==> src/rtl/queue_controller.sv <==
// Queue occupancy tracker and wait-time LUT sequencer: counts sensor edges,
// issues pCount/tCount to a negedge-registered LUT and captures its result.
module queue_controller #(
  parameter int unsigned MAX_COUNT    = 7,
  parameter logic [4:0]  CLOSED_WTIME = 5'd31
) (
  input  logic       clk,
  input  logic       rst,
  input  logic       enter,
  input  logic       leave,
  input  logic [1:0] tellers,
  input  logic [4:0] lut_wTime,
  output logic [2:0] lut_pCount,
  output logic [1:0] lut_tCount,
  output logic [2:0] pCount,
  output logic [4:0] wTime,
  output logic       wTime_valid,
  output logic       full,
  output logic       empty,
  output logic       ovf,
  output logic       unf,
  output logic [1:0] dbg_state
);

  typedef enum logic [1:0] {
    S_IDLE    = 2'd0,
    S_ISSUE   = 2'd1,
    S_WAIT    = 2'd2,
    S_CAPTURE = 2'd3
  } state_t;

  localparam logic [2:0] MAX_C = 3'(MAX_COUNT);

  state_t     r_state;
  logic       r_enter_d;
  logic       r_leave_d;
  logic [1:0] r_tellers_d;
  logic [2:0] r_pcount;
  logic       r_ovf;
  logic       r_unf;
  logic       r_pending;
  logic [2:0] r_snap_p;
  logic [1:0] r_snap_t;
  logic [2:0] r_lut_p;
  logic [1:0] r_lut_t;
  logic [4:0] r_wtime;
  logic       r_wtime_valid;

  logic       w_enter_edge;
  logic       w_leave_edge;
  logic [2:0] w_pcount_next;
  logic       w_set_ovf;
  logic       w_set_unf;
  logic       w_change;
  logic       w_start;
  logic [4:0] w_capture_wtime;

  assign w_enter_edge = enter & ~r_enter_d;
  assign w_leave_edge = leave & ~r_leave_d;

  // Simultaneous entry and exit cancel out without touching the flags.
  always_comb begin
    w_pcount_next = r_pcount;
    w_set_ovf     = 1'b0;
    w_set_unf     = 1'b0;
    if (w_enter_edge && !w_leave_edge) begin
      if (r_pcount < MAX_C) w_pcount_next = r_pcount + 3'd1;
      else                  w_set_ovf     = 1'b1;
    end else if (w_leave_edge && !w_enter_edge) begin
      if (r_pcount != 3'd0) w_pcount_next = r_pcount - 3'd1;
      else                  w_set_unf     = 1'b1;
    end
  end

  assign w_change = (w_pcount_next != r_pcount) || (tellers != r_tellers_d);
  assign w_start  = (r_state == S_IDLE) && r_pending;

  always_comb begin
    w_capture_wtime = lut_wTime;
    if (r_snap_t == 2'd0)      w_capture_wtime = CLOSED_WTIME;
    else if (r_snap_p == 3'd0) w_capture_wtime = 5'd0;
  end

  always_ff @(posedge clk) begin
    if (rst) begin
      r_state       <= S_IDLE;
      r_enter_d     <= 1'b0;
      r_leave_d     <= 1'b0;
      // Tracks tellers through reset so the forced first lookup is not followed by a spurious one.
      r_tellers_d   <= tellers;
      r_pcount      <= 3'd0;
      r_ovf         <= 1'b0;
      r_unf         <= 1'b0;
      r_pending     <= 1'b1;
      r_snap_p      <= 3'd0;
      r_snap_t      <= 2'd0;
      r_lut_p       <= 3'd0;
      r_lut_t       <= 2'd1;
      r_wtime       <= 5'd0;
      r_wtime_valid <= 1'b0;
    end else begin
      r_enter_d     <= enter;
      r_leave_d     <= leave;
      r_tellers_d   <= tellers;
      r_pcount      <= w_pcount_next;
      if (w_set_ovf) r_ovf <= 1'b1;
      if (w_set_unf) r_unf <= 1'b1;
      // A change in the cycle the FSM leaves IDLE re-arms pending.
      r_pending     <= w_change | (r_pending & ~w_start);
      r_wtime_valid <= 1'b0;
      case (r_state)
        S_IDLE: begin
          if (r_pending) begin
            r_snap_p <= r_pcount;
            r_snap_t <= tellers;
            r_state  <= S_ISSUE;
          end
        end
        S_ISSUE: begin
          if (r_snap_t == 2'd0) begin
            r_state <= S_CAPTURE;
          end else begin
            r_lut_p <= r_snap_p;
            r_lut_t <= r_snap_t;
            r_state <= S_WAIT;
          end
        end
        S_WAIT: begin
          r_state <= S_CAPTURE;
        end
        S_CAPTURE: begin
          r_wtime       <= w_capture_wtime;
          r_wtime_valid <= 1'b1;
          r_state       <= S_IDLE;
        end
        default: r_state <= S_IDLE;
      endcase
    end
  end

  assign lut_pCount  = r_lut_p;
  assign lut_tCount  = r_lut_t;
  assign pCount      = r_pcount;
  assign wTime       = r_wtime;
  assign wTime_valid = r_wtime_valid;
  assign full        = (r_pcount == MAX_C);
  assign empty       = (r_pcount == 3'd0);
  assign ovf         = r_ovf;
  assign unf         = r_unf;
  assign dbg_state   = r_state;

endmodule
==> config.mk <==
export PLATFORM = sky130hd
export DESIGN_NAME = queue_controller
export DESIGN_NICKNAME = d
export VERILOG_FILES = /design/src/rtl/queue_controller.sv
export SDC_FILE = /design/constraint.sdc
export NUM_CORES = 1
export LEC_CHECK = 0
export ABC_CLOCK_PERIOD_IN_PS = 3750
export CAP_MARGIN = 20
export CORE_MARGIN = 2
export CORE_UTILIZATION = 53
export CTS_BUF_LIST = sky130_fd_sc_hd__clkbuf_8
export DETAILED_ROUTE_END_ITERATION = 8
export PLACE_DENSITY = 0.86
export SLEW_MARGIN = 5
export SYNTH_ARGS = -nofsm -noshare
export SYNTH_HDL_FRONTEND = slang
export SYNTH_SLANG_ARGS = --single-unit
==> constraint.sdc <==
create_clock -name clk -period 3.75 [get_ports clk]
set_input_delay 0.75 -clock clk [delete_from_list [all_inputs] [get_ports clk]]
set_output_delay 0.75 -clock clk [all_outputs]
set_load 0.05 [all_outputs]
After elaboration in Yosys (flattened, before gate mapping) --
Cells that the tools add are included.
Word-level totals: bits of input ports 11, memory bits (writable) 0, register bits after elaboration 28, bits in latches 0, memory bits (read-only) 0, memories 0, word-level logic and storage cells 60
Operators by class: multipliers 0, div/mod/pow operators 0, add/subtract/negate cells 2, mux-type cells 15, reduce and logical (&&, ||, !) cells 13, order comparisons 1, eq/ne operators 7, bitwise logic cells 8, shifts and indexed selects 0
Operators with widths (count):
- 3-bit two-way mux | 4
- 5-bit two-way mux | 2
- 2-bit case mux with 4 select lines | 1
- 1-bit two-way mux | 7
- 3-bit zero test | 2
- 2-bit == test, second input constant | 2
- 2-bit zero test | 2
- 1-bit inverter | 4
- 2-bit AND reduction | 2
- 3-bit by 1-bit adder with 3-bit output, second input constant | 1
- 1-bit AND | 3
- 3-bit == test, second input constant | 1
- 1-bit logical AND | 3
- 3-bit less-than comparator, second input constant | 1
- 3-bit != test | 1
- 3-bit nonzero test | 1
- 3-bit by 1-bit subtractor with 3-bit output, second input constant | 1
- 2-bit by 1-bit == test with 1-bit output, second input constant | 1
- 1-bit zero test | 2
- 2-bit two-way mux | 1
- 2-bit != test | 1
- 2-bit != test, second input constant | 1
- 1-bit logical OR | 1
- 1-bit OR | 1

Logic depth before layout (Yosys ltp) --
Gate-level depths: netlist of run 1.
word-level depth 9, mapped depth 7

Least setup slack after synthesis of run 1 --
Ideal clock, no wire load.
path kind reg-to-output, start register r_pcount[0] (netlist: pCount[0]), end output port empty, path slack 1.604 ns, data arrival time 1.396 ns, buffers on the path 0, cell stages (with the launch flop) 4, cells stage by stage dfxtp_1 > inv_1 > ha_1 > nor2b_2
Between the ends: word-level cells in the longest chain between the ends 1
Ends and longest elaborated chain:
- start, declared | RTL line 38 | logic [2:0] r_pcount;
- start signal, assigned | RTL line 105 | r_pcount <= w_pcount_next;
- 3-bit zero test | RTL line 147 | assign empty = (r_pcount == 3'd0);
- end, declared | RTL line 19 | output logic empty,
No other way between the ends.

Worst setup path in the final report of run 1 --
Ends and elaborated chain as after synthesis.

==> flow_summary.yaml, run 1 <==
run_status:
  status: "finished clean"
synth:
  yosys.cell_count.top_type: "dfxtp_1"
  synth.largest_area_cell: "dfxtp_1"
  ys_seq_area_share_pct: 48.1
  yosys_warnings: 0
  syn_area_per_cell_um2: 9.17
  synth_cell_type_count: 28
  synth_fp_nets: 145
  synth-edff-count: 0
  synthArstFlopShare_pct: 0
  ys_ff_latch: 28
  synth_top_cells_by_count: "28 x dfxtp_1, 15 x nor2_1, 14 x a21oi_1"
  syn-cell-area_um2: 1160
  synth.top_cell.area_share_pct: 48.1
  syn-instance-count: 127
  ys.flop_type: "dfxtp_1"
  synthTopCellsByArea: "dfxtp_1 48%, ha_1 7.5%, a21oi_1 6.0%, nor2_1 4.8%, nand2_1 3.5%"
placed_design:
  dp_slack_ns: 1.29
  place_area_um2: 1490
  gp_congestion: 0.799
  port_buffers: 30
  dp_hpwl_mm: 1.89
clocking:
  cts_made_buffers: 3
  clkSinkCount: 28
  clk_pin_slew_ns: 0.09
  postCtsSetupBuffers: 0
  hold_buffers: 0
  root_buffer: "clkbuf_8"
  htreeDepth: 1
  post_cts_resized: 0
  cts_buffer_depth: 2
  clk_latency_ns: 0.27
  cts_tree: "yes"
floorplan:
  start_util_pct: 57.6
  core_area_um2: 2020
  num_io_pins: 31
  std_cell_rows: 16
  die-area_um2: 2590
  die_width_um: 50.9
  die_h_um: 50.9
global_route:
  gr-max-usage-layer: "met2"
  met3_usage_pct: 3.80
  grt_pass1_wl_mm: 4.29
  grt_use_total_pct: 22.3
  grt_use_met2_pct: 39.5
  grtUsageMet1_pct: 26.3
  grt_start_max_net_pins: 17
  grt-ovfl-total: 0
  antenna_found_initial: 0
  grt_pass1_vias: 982
routing:
  drtIter0Drc: 9
  viasPerCell: 5.39
  ant_nets: 0
  drc: 0
  wl_mm: 2.63
  wl_per_cell_um: 14.2
  vias: 998
  first_pass_iters: 4
timing:
  skew_ns: 0.00118
  timing.fmax_mhz: 362
  tightest_slew_ns: 0.560
  slew-limit-headroom_pct: 62.3
  finalSetupViolCount: 0
  rsz0062_at_grt: "no"
  hold_viol_final: 0
  slew_viol_final: 0
  final.setup.tns_ns: 0
  min_period_ns: 2.76
  period_share_pct: 73.7
  setup_slack_ns: 0.986
  hold_ws_ns: 0.469
final_layout:
  drive_gt1_share_pct: 6.33
  fillers: 143
  fin_nets: 177
  n_antenna_cell: 0
  area_growth_syn_to_layout_pct: 34.2
  multi_input_area_um2: 571
  final_area_um2: 1560
  register_area_um2: 561
hold_path:
  min_path_type: "reg -> reg"
  min_path_cells: 2
  min_to: "lut_tCount[1]$_SDFFE_PP0P_"
  hold_start: "lut_tCount[1]$_SDFFE_PP0P_"
setup_path:
  arrival_ns: 2.01
  cp_max_fo: 7
  r2r_setup_slack_ns: 2.05
  r2r_end: "pCount[1]$_SDFF_PP0_"
  critPathCaptureType: "primary output"
  reg2reg_from: "pCount[0]$_SDFF_PP0_"
  cp-start-kind: "flip-flop"
  crit_required_ns: 3.00
  reg2reg_depth: 6
  critPathKind: "reg -> out"
power_and_ir_drop:
  powerDensity_nw_per_um2: 679
  irDropWorstVdd_mv: 0.456
  leakagePower_nw: 0.633
  total_power_w: 0.00106
run:
  maxCapViolCount: 0
-- metrics by stage --
step                      util [%]  instances
after global routing          77.3        185
final                         77.3        185
after global placement        73.8        181
after floorplan                  -        127
after CTS                     77.3        185
after detailed placement      73.8        181
-- power breakdown --
group          switching (W)  total [W]  internal, W
logic               0.000281   0.000433     0.000152
clock network      0.0000905   0.000233     0.000143
registers          0.0000480   0.000395     0.000347
total               0.000420    0.00106     0.000642
-- cell type report --
| cell class | count | area share (%) |
|---|---|---|
| Multi-Input combinational cell | 90 | 36.5 |
| Tap cell | 27 | 2.16 |
| Sequential cell | 28 | 35.9 |
| Timing Repair Buffer | 31 | 19.7 |
| Clock inverter | 1 | 1.92 |
| Clock buffer | 3 | 2.64 |
| Inverter | 5 | 1.20 |
-- sequential cells by signal, summed over array words and instances (netlist names), 2 cells and up --
signal,cells
r_snap_t,2
pCount,3
lut_pCount,3
r_snap_p,3
wTime,5
r_tellers_d,2
dbg_state,2
lut_tCount,2
-- metal layers --
layer / vias to the layer above / wire [um]
met5: - / 0
met4: 0 / 36
met3: 4 / 102
met2: 25 / 1330
met1: 467 / 1160
li1: 502 / -
-- placed cells by master (no fill, tap or decap), types with 5 or more instances in the layout --
cell type	count
clkdlybuf4s50_1	30
inv_1	5
ha_1	7
dfxtp_1	28
nor3_1	6
nor2_1	15
nand2_1	11
nand3_1	6
a21oi_1	14
-- worst max path at each step --
stage	start	endpoint	slack, ns	cells past startpoint
final	pCount[0]$_SDFF_PP0_	empty	0.99	4
after global routing	pCount[0]$_SDFF_PP0_	empty	0.90	4
after CTS	pCount[0]$_SDFF_PP0_	empty	0.98	4
after detailed placement	pCount[0]$_SDFF_PP0_	empty	1.29	4
after global placement	pCount[0]$_SDFF_PP0_	empty	1.35	4
after floorplan	pCount[0]$_SDFF_PP0_	empty	1.60	3
-- cell families after synthesis --
| group | synth area share [%] |
|---|---|
| buffers and inverters | 2.90 |
| multiplexers | 3.44 |
| flip-flops | 48.1 |
| AND/OR/NAND/NOR | 21.4 |
| AO/OA/AOI/OAI | 15.1 |
| XOR/XNOR | 1.50 |
| adder cells (fa/ha/maj) | 7.52 |
-- worst max-delay path: stages (launching register included) --
cell and delay [ns]:
dfxtp_1 0.38, inv_1 0.12, ha_1 0.17, nor2b_2 0.24, clkdlybuf4s50_1 0.84
Power figures use the tool's default switching activity.
==> run 2: changes to the inputs <==
--- a/config.mk
+++ b/config.mk
@@ -5,13 +5,13 @@
 export SDC_FILE = /design/constraint.sdc
 export NUM_CORES = 1
 export LEC_CHECK = 0
-export ABC_CLOCK_PERIOD_IN_PS = 3750
+export ABC_CLOCK_PERIOD_IN_PS = 2590
 export CAP_MARGIN = 20
 export CORE_MARGIN = 2
-export CORE_UTILIZATION = 53
+export CORE_UTILIZATION = 49
 export CTS_BUF_LIST = sky130_fd_sc_hd__clkbuf_8
 export DETAILED_ROUTE_END_ITERATION = 8
-export PLACE_DENSITY = 0.86
+export PLACE_DENSITY = 0.81
 export SLEW_MARGIN = 5
 export SYNTH_ARGS = -nofsm -noshare
 export SYNTH_HDL_FRONTEND = slang
==> constraint.sdc (replaced) <==
create_clock -name clk -period 2.59 [get_ports clk]
set_input_delay 0.518 -clock clk [delete_from_list [all_inputs] [get_ports clk]]
set_output_delay 0.518 -clock clk [all_outputs]
set_load 0.05 [all_outputs]
==> run 2 against run 1 <==
  * Routed wire length increased by 2.5%
  * Cell count rose by 0.54%
  * Die area grew 7.5%
  * Utilization decreased by 7.1 points
  * Via count is 0.10% higher
  * First-iteration DRC count increased to 2.9 times the previous value
  * Critical path type unchanged
  * Hold slack better by 0.013 ns
  * Largest cell class unchanged
  * Sequential share of layout area down 0.086 points
  * Clock skew up 0.0017 ns
  * Critical endpoint is now full
  * Worst setup slack got worse by 0.75 ns
  * Sequential power rose by 45%
  * Power is 46% higher
==> flow_summary.yaml, run 2 (synthesis results as in run 1) <==
routing:
  first_pass_iters: 4
  drc: 0
  wl_per_cell_um: 14.5
  ant_nets: 0
  wl_mm: 2.69
  drtIter0Drc: 26
  viasPerCell: 5.37
  vias: 999
clocking:
  cts_buffer_depth: 2
  cts_tree: "yes"
  root_buffer: "clkbuf_8"
  htreeDepth: 1
  clk_latency_ns: 0.28
  clk_pin_slew_ns: 0.10
  hold_buffers: 0
  cts_made_buffers: 3
  clkSinkCount: 28
final_layout:
  fin_nets: 177
  drive_gt1_share_pct: 6.33
  multi_input_area_um2: 571
  area_growth_syn_to_layout_pct: 34.5
  largest_reg_flops: 5
  register_area_um2: 561
  n_antenna_cell: 0
  fillers: 175
  final_cell_mix: "29 x clkdlybuf4s50_1, 28 x dfxtp_1, 15 x nor2_1"
  final_common_cell: "clkdlybuf4s50_1"
power_and_ir_drop:
  leakagePower_nw: 0.641
  irDropWorstVdd_mv: 0.646
  powerDensity_nw_per_um2: 991
timing:
  min_period_ns: 2.36
  period_share_pct: 91.0
  skew_ns: 0.00284
  setup_slack_ns: 0.234
  slew-limit-headroom_pct: 60.2
  hold_viol_final: 0
  rsz0062_at_grt: "no"
  final.setup.tns_ns: 0
  finalSetupViolCount: 0
  timing.fmax_mhz: 424
  slew_viol_final: 0
  tightest_slew_ns: 0.590
setup_path:
  r2r_end: "r_pending$_SDFF_PP1_"
  critPathKind: "reg -> out"
  arrival_ns: 1.84
  cp-start-kind: "flip-flop"
  crit_required_ns: 2.07
  reg2reg_from: "pCount[0]$_SDFF_PP0_"
  r2r_setup_slack_ns: 0.88
  cp_max_fo: 7
  critPathCaptureType: "primary output"
  startpoint: "pCount[1]$_SDFF_PP0_"
  reg2reg_depth: 6
run:
  maxCapViolCount: 0
placed_design:
  gp_congestion: 0.777
  dp_slack_ns: 0.337
  port_buffers: 30
  dp_hpwl_mm: 1.91
floorplan:
  core_area_um2: 2230
  start_util_pct: 52.2
  die_width_um: 52.8
  die-area_um2: 2780
  std_cell_rows: 17
  num_io_pins: 31
  die_h_um: 52.8
global_route:
  grt_pass1_wl_mm: 4.49
  grt_use_total_pct: 22.3
  grt_pass1_vias: 977
  grt-ovfl-total: 0
  grt_start_max_net_pins: 26
  antenna_found_initial: 0
hold_path:
  min_path_cells: 2
  hold_start: "lut_tCount[1]$_SDFFE_PP0P_"
  min_to: "lut_tCount[1]$_SDFFE_PP0P_"
  min_path_type: "reg -> reg"
run_status:
  status: "finished clean"
==> run 2: cell types whose count changed in the layout (fill, tap and decap cells not counted), sizes merged <==
cell / before / now
clkdlybuf4s50: 30 / 29
dlymetal6s2s: 0 / 1
==> run 2: cell type report <==
class	count	area share (%)
Multi-Input combinational cell	90	36.4
Sequential cell	28	35.8
Timing Repair Buffer	31	19.8
Clock buffer	3	2.64
Tap cell	28	2.24
Clock inverter	1	1.92
Inverter	5	1.20
==> run 2: worst max path at each step <==
stage	end	slack, ns	depth (start not counted)
6_report	full	0.23	3
5_1_grt	full	0.13	3
4_1_cts	empty	0.02	4
3_5_place_dp	empty	0.34	4
3_3_place_gp	empty	0.42	4
2_1_floorplan	r_pending$_SDFF_PP1_	0.50	6
==> run 2: report_power, final <==
part           internal [W]  switching (W)
clock network      0.000207       0.000141
registers          0.000503      0.0000684
logic              0.000220       0.000414
total              0.000930       0.000623
==> run 2: layer usage <==
layer / vias up / track usage, % / wire length, um
li1: 499 / - / -
met1: 456 / 29.2 / 1180
met2: 37 / 36.3 / 1320
met3: 7 / 2.86 / 133
met4: 0 / 10.3 / 62
met5: - / 0 / 0
==> run 2: what timing repair did <==
| action | in CTS | in global routing |
|---|---|---|
| setup buffers | 0 | 0 |
| setup endpoints to repair | 0 | 1 |
| gates resized for setup | 0 | 1 |
==> run 2: stage by stage <==
| stage | total power, W | hold slack [ns] | utilization [%] | area, um2 | cells |
|---|---|---|---|---|---|
| floorplan | 0.00100 | 0.443 | - | 1160 | 127 |
| global placement | 0.00117 | 0.444 | 66.8 | 1490 | 182 |
| detailed placement | 0.00120 | 0.463 | 66.8 | 1490 | 182 |
| CTS | 0.00155 | 0.480 | 70.0 | 1560 | 186 |
| global route | 0.00164 | 0.497 | 70.1 | 1570 | 186 |
| finish | 0.00155 | 0.482 | 70.1 | 1570 | 186 |
==> run 2: worst max-delay path, cell delays in order (launching register included) <==
cell and delay (ns):
dfxtp_1 0.45, ha_1 0.19, ha_1 0.13, clkdlybuf4s50_1 0.79
==> run 3: changes to the inputs <==
--- a/config.mk
+++ b/config.mk
@@ -16,3 +16,4 @@
 export SYNTH_ARGS = -nofsm -noshare
 export SYNTH_HDL_FRONTEND = slang
 export SYNTH_SLANG_ARGS = --single-unit
+export TNS_END_PERCENT = 10
==> results of run 3 <==
Same layout as run 2: the final DEF is identical, and so are final timing and power.
